**config.mk**
```make
export PLATFORM = sky130hd
export DESIGN_NAME = deser_stream
export DESIGN_NICKNAME = d
export VERILOG_FILES = /design/src/rtl/deser_pkg.sv /design/src/rtl/deser_out_stage.sv /design/src/rtl/deser_stream.sv
export SDC_FILE = /design/constraint.sdc
export NUM_CORES = 1
export LEC_CHECK = 0
export CAP_MARGIN = 30
export CORE_ASPECT_RATIO = 0.9
export CORE_MARGIN = 8
export CORE_UTILIZATION = 42
export CTS_CLUSTER_DIAMETER = 100
export DETAILED_ROUTE_END_ITERATION = 12
export PLACE_DENSITY = 0.6
export RECOVER_POWER = 50
export SLEW_MARGIN = 10
export SYNTH_ARGS = -nofsm -noshare
export SYNTH_HDL_FRONTEND = slang
export SYNTH_HIERARCHICAL = 1
export SYNTH_SLANG_ARGS = --single-unit
export TNS_END_PERCENT = 5
```
**constraint.sdc**
```tcl
create_clock -name clk_i -period 6.1 [get_ports clk_i]
set_input_delay 1.22 -clock clk_i [delete_from_list [all_inputs] [get_ports clk_i]]
set_output_delay 1.22 -clock clk_i [all_outputs]
set_load 0.05 [all_outputs]
```
**src/rtl/deser_pkg.sv**
```systemverilog
// Shared types for the serial-to-parallel converter.
//   deser_state_t : assembly-stage state (FILL accepts bits, STALL holds a
//                   finished word until the output register frees up).
package deser_pkg;

  typedef enum logic {
    FILL  = 1'b0,
    STALL = 1'b1
  } deser_state_t;

endpackage : deser_pkg

```
**src/rtl/deser_out_stage.sv**
```systemverilog
// Single-entry valid/ready holding register for the assembled word.
// Ports:
//   clk_i, srst_i         clock, asynchronous active-high reset
//   load_en_i             capture load_data_i this edge (only when free/draining)
//   load_data_i [W]       payload to capture
//   free_or_draining_o    combinational: slot empty, or emptying on this edge
//   out_data_o  [W]       registered payload, stable while valid and stalled
//   out_val_o             registered valid
//   out_rdy_i             downstream ready
module deser_out_stage #(
  parameter int unsigned W = 21
) (
  input  logic         clk_i,
  input  logic         srst_i,
  input  logic         load_en_i,
  input  logic [W-1:0] load_data_i,
  output logic         free_or_draining_o,
  output logic [W-1:0] out_data_o,
  output logic         out_val_o,
  input  logic         out_rdy_i
);

  logic [W-1:0] data_q;
  logic         val_q;

  // A new word may land on the same edge the current one is consumed.
  assign free_or_draining_o = ~val_q | out_rdy_i;

  // Payload and valid register; payload only changes on a load.
  always_ff @(posedge clk_i or posedge srst_i) begin
    if (srst_i) begin
      data_q <= '0;
      val_q  <= 1'b0;
    end else if (load_en_i) begin
      data_q <= load_data_i;
      val_q  <= 1'b1;
    end else if (val_q && out_rdy_i) begin
      val_q  <= 1'b0;
    end
  end

  assign out_data_o = data_q;
  assign out_val_o  = val_q;

endmodule : deser_out_stage

```
**src/rtl/deser_stream.sv**
```systemverilog
// Parametrised serial-to-parallel converter with early-terminate (partial
// word plus valid-bit count) and a valid/ready output.
// Ports:
//   clk_i, srst_i          clock, asynchronous active-high reset
//   data_i                 serial bit
//   data_val_i             data_i valid
//   data_last_i            data_i closes the current word (flush)
//   data_rdy_o             input can take a bit (registered)
//   deser_data_o [DATA_W]  assembled word
//   deser_data_mod_o[CNT_W] number of valid bits, 1..DATA_W
//   deser_data_val_o       output word valid
//   deser_data_rdy_i       downstream ready
module deser_stream
  import deser_pkg::*;
#(
  parameter int unsigned  DATA_W    = 16,
  parameter bit           MSB_FIRST = 1'b1,
  localparam int unsigned CNT_W     = $clog2(DATA_W + 1)
) (
  input  logic              clk_i,
  input  logic              srst_i,
  input  logic              data_i,
  input  logic              data_val_i,
  input  logic              data_last_i,
  output logic              data_rdy_o,
  output logic [DATA_W-1:0] deser_data_o,
  output logic [CNT_W-1:0]  deser_data_mod_o,
  output logic              deser_data_val_o,
  input  logic              deser_data_rdy_i
);

  localparam int unsigned OUT_W = DATA_W + CNT_W;

  deser_state_t      state_q, state_d;
  logic [CNT_W-1:0]  cnt_q, cnt_d;
  logic [DATA_W-1:0] asm_q, asm_d;
  logic              rdy_q;

  logic [CNT_W-1:0]  bit_idx;
  logic [CNT_W-1:0]  mod_next;
  logic [DATA_W-1:0] asm_next;
  logic              accept;
  logic              complete;
  logic              load_en;
  logic              free_or_draining;
  logic [OUT_W-1:0]  load_word;
  logic [OUT_W-1:0]  out_word;

  // Assembly datapath and next-state logic.
  always_comb begin
    state_d   = state_q;
    cnt_d     = cnt_q;
    asm_d     = asm_q;
    load_en   = 1'b0;

    bit_idx   = MSB_FIRST ? (CNT_W'(DATA_W - 1) - cnt_q) : cnt_q;
    // Unwritten positions are always 0, so OR-ing the new bit in is enough.
    asm_next  = asm_q | (DATA_W'(data_i) << bit_idx);
    mod_next  = cnt_q + CNT_W'(1);
    accept    = data_val_i & rdy_q;
    complete  = accept & (data_last_i | (cnt_q == CNT_W'(DATA_W - 1)));
    // In STALL cnt_q still indexes the last bit, so mod_next is the held count.
    load_word = {mod_next, asm_q};

    unique case (state_q)
      FILL: begin
        if (complete) begin
          if (free_or_draining) begin
            load_en   = 1'b1;
            load_word = {mod_next, asm_next};
            cnt_d     = '0;
            asm_d     = '0;
          end else begin
            asm_d     = asm_next;
            state_d   = STALL;
          end
        end else if (accept) begin
          asm_d = asm_next;
          cnt_d = mod_next;
        end
      end
      STALL: begin
        if (free_or_draining) begin
          load_en = 1'b1;
          cnt_d   = '0;
          asm_d   = '0;
          state_d = FILL;
        end
      end
      default: state_d = FILL;
    endcase
  end

  // State, counter, assembly register and registered input-ready.
  always_ff @(posedge clk_i or posedge srst_i) begin
    if (srst_i) begin
      state_q <= FILL;
      cnt_q   <= '0;
      asm_q   <= '0;
      rdy_q   <= 1'b0;
    end else begin
      state_q <= state_d;
      cnt_q   <= cnt_d;
      asm_q   <= asm_d;
      rdy_q   <= (state_d == FILL);
    end
  end

  assign data_rdy_o = rdy_q;

  deser_out_stage #(
    .W (OUT_W)
  ) u_out (
    .clk_i              (clk_i),
    .srst_i             (srst_i),
    .load_en_i          (load_en),
    .load_data_i        (load_word),
    .free_or_draining_o (free_or_draining),
    .out_data_o         (out_word),
    .out_val_o          (deser_data_val_o),
    .out_rdy_i          (deser_data_rdy_i)
  );

  assign deser_data_mod_o = out_word[OUT_W-1:DATA_W];
  assign deser_data_o     = out_word[DATA_W-1:0];

endmodule : deser_stream

```
# Yosys cells after proc, flatten, opt, wreduce, memory -nomap -nowiden
# Cells that the tools add are included.
[classes]
reduce_logical = 3
eq_ne = 3
n_addsub = 2
shifts = 1
n_bitwise = 8
muxes = 20
[ops]
columns = ["op", "count"]
rows = [
  ["16-bit two-way mux", 7],
  ["16-bit case mux with 2 select lines", 1],
  ["16-bit OR", 1],
  ["1-bit by 5-bit << shifter with 16-bit output", 1],
  ["5-bit two-way mux", 3],
  ["5-bit case mux with 2 select lines", 1],
  ["1-bit two-way mux", 6],
  ["5-bit by 1-bit adder with 5-bit output (second input constant)", 1],
  ["5-bit by 4-bit == test with 1-bit output (second input constant)", 1],
  ["4-bit by 5-bit subtractor with 5-bit output (first input constant)", 1],
  ["1-bit case mux with 2 select lines", 2],
  ["3-bit inequality test (second input constant)", 1],
  ["1-bit inverter", 3],
  ["1-bit bitwise AND", 2],
  ["2-bit by 1-bit inequality test with 1-bit output (second input constant)", 1],
  ["1-bit OR", 2],
  ["2-bit AND reduction", 1],
  ["2-bit nonzero test", 1],
  ["1-bit logical AND", 1],
]
[word_totals]
elab_cells = 43
reg_bits = 45

# Longest topological paths before layout
[logic_depth]
word_depth = 6
ltp_mapped = 8
depth_no_buf = 6

# Cells and area by module
# The synthesis kept the hierarchy.
[by_module_without_submodules]
columns = ["mod", "n_inst", "area_each_um2", "seq_area_each_um2", "cells_per_inst"]
rows = [
  ["deser_stream", 1, 1383.8, 575.6, 139],
  ["deser_out_stage", 1, 825.8, 550.5, 48],
]

# Worst setup path after synthesis
# No wires, ideal clock.
[synth_timing]
path_type = "input port to flip-flop"
start = "in data_val_i"
end = "reg u_out.data_q[0], in the netlist u_out/out_data_o[0]"
setup_ns = 0.125
cell_stages = 7
path_buffers = 2
required_time_ns = 5.975
path_slack_ns = 3.527
arrival_time_ns = 2.448
path_cell_list = "nand2_1 -> o41ai_2 -> nand2_2 -> buf_6 -> inv_1 -> buf_6 -> mux2_2"
[synth_via]
elab_chain_len = 4
[synth_rtl]
columns = ["item", "line_no", "text"]
rows = [
  ["from (decl)", "deser_stream.sv:23", "input logic data_val_i,"],
  ["1-bit bitwise AND", "deser_stream.sv:60", "accept = data_val_i & rdy_q;"],
  ["1-bit bitwise AND", "deser_stream.sv:61", "complete = accept & (data_last_i | (cnt_q == CNT_W'(DATA_W - 1)));"],
  ["1-bit two-way mux", "deser_stream.sv:67", "if (complete) begin"],
  ["1-bit case mux with 2 select lines", "deser_stream.sv:65", "unique case (state_q)"],
  ["via load_en", "deser_stream.sv:44", "logic load_en;"],
  ["to (signal assigned)", "deser_out_stage.sv:35", "data_q <= load_data_i;"],
  ["to (decl)", "deser_out_stage.sv:23", "logic [W-1:0] data_q;"],
]
# The timed path passes the listed nets, and every way through them passes these cells.
# A chain may end at the register's enable or synchronous reset.

# Worst setup path after layout
[layout_timing]
start = "in data_val_i"
end = "reg u_out.data_q[3], in the netlist u_out/out_data_o[3]"
# Same word-level chain as after synthesis.

==> flow_summary.json <==
{
  "relSlewSlack": 0.4395,
  "hold_buffers": 0,
  "min_period_over_period": 0.6019,
  "grt_use_met2": 0.1870,
  "multi_input_comb_area_um2": 964.7,
  "ctsResizeCount": 0,
  "cts.clk_slew.worst_paths_ns": 0.08,
  "grt_pass1_wl_um": 7990,
  "yosysWarnings": 6,
  "synth_seq_cells": 45,
  "synth.most_common_cell": "dfrtp_1",
  "rrSetupSlack_ns": 2.96,
  "min_path_type": "reg -> reg",
  "grt-busiest-layer": "met2",
  "dp.final_hpwl_um": 3422,
  "grt.met3_usage": 0.04850,
  "power_density_nw_per_um2": 281.5,
  "track_usage": 0.1281,
  "timing.final.ws_setup_ns": 2.429,
  "drt-vias-per-instance": 5.544,
  "die_area_um2": 7841,
  "worst_pin_slew_ns": 0.8398,
  "seq_area_um2": 1126,
  "fin_nets": 220,
  "regToRegEndpoint": "u_out/out_data_o[3]",
  "pre_cts_ws_ns": 2.421,
  "initial_utilization": 0.4281,
  "max_cap_viol_count": 0,
  "io_pins": 29,
  "drc": 0,
  "crit_start": "data_val_i",
  "synthTopCellsByArea": "dfrtp_1 51%, mux2_2 11%, a21o_1 4.8%",
  "endpoint_kind": "register",
  "syn_area_um2": 2210,
  "leakage_nw": 1.246,
  "synth_commonest_cells": "45 x dfrtp_1, 21 x mux2_2, 14 x a21o_1, 11 x nor2_1",
  "synth_nets": 194,
  "arrival_ns": 3.86,
  "cts_setup_buffers": 0,
  "timing.fmax_mhz": 272.4,
  "outcome": "completed",
  "maxSlewViolCount": 0,
  "yosys.area.top_type": "dfrtp_1",
  "diodes": 0,
  "ys_seq_area_frac": 0.5096,
  "avgSynthCellArea_um2": 11.82,
  "num_rows": 25,
  "async_flop_share": 1.000,
  "worstSkewPairLatency_ns": 0.30,
  "worstSetupPathType": "in -> reg",
  "synth_edf_count": 0,
  "crit_fanout": 22,
  "area_delta_synth_final_pct": 16.59,
  "antenna_found_initial": 0,
  "yosys.area.top_type_share": 0.5096,
  "design.core.area_um2": 5161,
  "grt_max_degree": 24,
  "synthCells": 187,
  "grt_overflow": 0,
  "vias": 1558,
  "cts_tree": "done",
  "wl_per_cell_um": 16.90,
  "htreeDepth": 2,
  "globalplace.congestion": 0.8411,
  "ir_drop_mv": 0.1781,
  "post-route-util": 0.4992,
  "drt_iter0_markers": 86,
  "endpoint": "u_out/out_data_o[3]",
  "cts_max_path_buffers": 2,
  "drive_gt1_frac": 0.1729,
  "cts_buffers": 5,
  "cts_sinks": 45,
  "portBuffers": 28,
  "grtUsageMet1": 0.1683,
  "drt_wl_total_um": 4749,
  "antenna_left": 0,
  "final-setup-viol-count": 0,
  "cts-root-buf": "clkbuf_8",
  "die_h_um": 84.81,
  "final_hold_viol_count": 0,
  "rr_worst_depth": 5,
  "rsz0062_at_grt": "no",
  "fillCellCount": 483,
  "die_w_um": 92.46,
  "ys_types": 45,
  "dr.pass1.iters": 4,
  "r2r-start": "cnt_q[2]",
  "worstPathRequired_ns": 6.29,
  "synth_ff_type": "dfrtp_1",
  "clock_skew_ns": 0.006478,
  "cp-start-kind": "input pin",
  "grt_pass1_vias": 1570,
  "period_minus_slack_ns": 3.671,
  "tns_ns": 0
}
-- power by group --
group | leakage (nW) | internal, W | switching [W]
clock network | 0.0385 | 0.0000810 | 0.0000964
logic | 0.598 | 0.0000711 | 0.000121
registers | 0.610 | 0.000325 | 0.0000312
-- metrics by stage --
stage,power (W),cell area (µm²),instances,hold slack (ns)
after detailed placement,0.0005559,2499,272,0.4688
final,0.0007253,2576,281,0.4805
after global routing,0.0007625,2576,281,0.5173
after CTS,0.0007357,2582,280,0.4880
after floorplan,0.0004993,2210,187,0.4515
after global placement,0.0005535,2499,272,0.4698
-- worst min-delay path by stage --
stage	startpoint	to	slack [ns]	cells after the start
4_1_cts	asm_q[4]	asm_q[4]	0.49	1
5_1_grt	asm_q[4]	asm_q[4]	0.52	1
6_report	asm_q[4]	asm_q[4]	0.48	1
2_1_floorplan	asm_q[4]	asm_q[4]	0.45	1
3_3_place_gp	asm_q[1]	asm_q[1]	0.47	1
3_5_place_dp	asm_q[4]	asm_q[4]	0.47	1
-- layout make-up --
type / instances / area share
multi-input cells: 123 / 0.3745
clock inverters: 1 / 0.002914
clock buffers: 7 / 0.02963
repair buffers: 29 / 0.1102
well taps: 67 / 0.03254
inverters: 9 / 0.01311
flip-flops and latches: 45 / 0.4371
-- metal layers --
metal	routed length [µm]	vias up
met5	0	-
met4	48	0
met3	357	5
met2	2088	47
met1	2253	779
li1	-	727
-- state kept, by name (all words and copies together) (netlist names) --
name              flops
asm_q                16
state_q               1
cnt_q                 5
u_out/out_data_o     21
data_rdy_o            1
u_out/out_val_o       1
-- cells in the final DEF (no fill, tap or decap), types with 3 or more instances in the layout --
master	count
dfrtp_1	45
clkdlybuf4s50_1	26
mux2_2	21
a21o_1	14
nor2_1	11
inv_1	9
o21a_1	9
nand2_1	8
a32o_1	6
o21bai_1	5
nor3_1	5
clkbuf_8	5
o21ai_0	3
nand3_1	3
nand2b_1	3
a22o_1	3
clkbuf_1	3
-- worst max-delay path, stage by stage --
cell           delay, ns
dlygate4sd3_1       0.60
nand2_1             0.09
o41ai_1             0.31
nand2_1             0.43
inv_1               0.77
mux2_2              0.42
-- kinds of logic (layout without fill, tap and decap cells) --
group,Yosys count,after routing,synth area share
AOI/OAI and AO/OA,49,49,0.1795
xor gates and xnor gates,3,3,0.01189
adders and majority gates,1,1,0.005662
buffers and inverters,19,46,0.04926
DFF,45,45,0.5096
muxes,21,21,0.1070
and+or+nand+nor,49,49,0.1370
(Power assumes the default switching activity.)
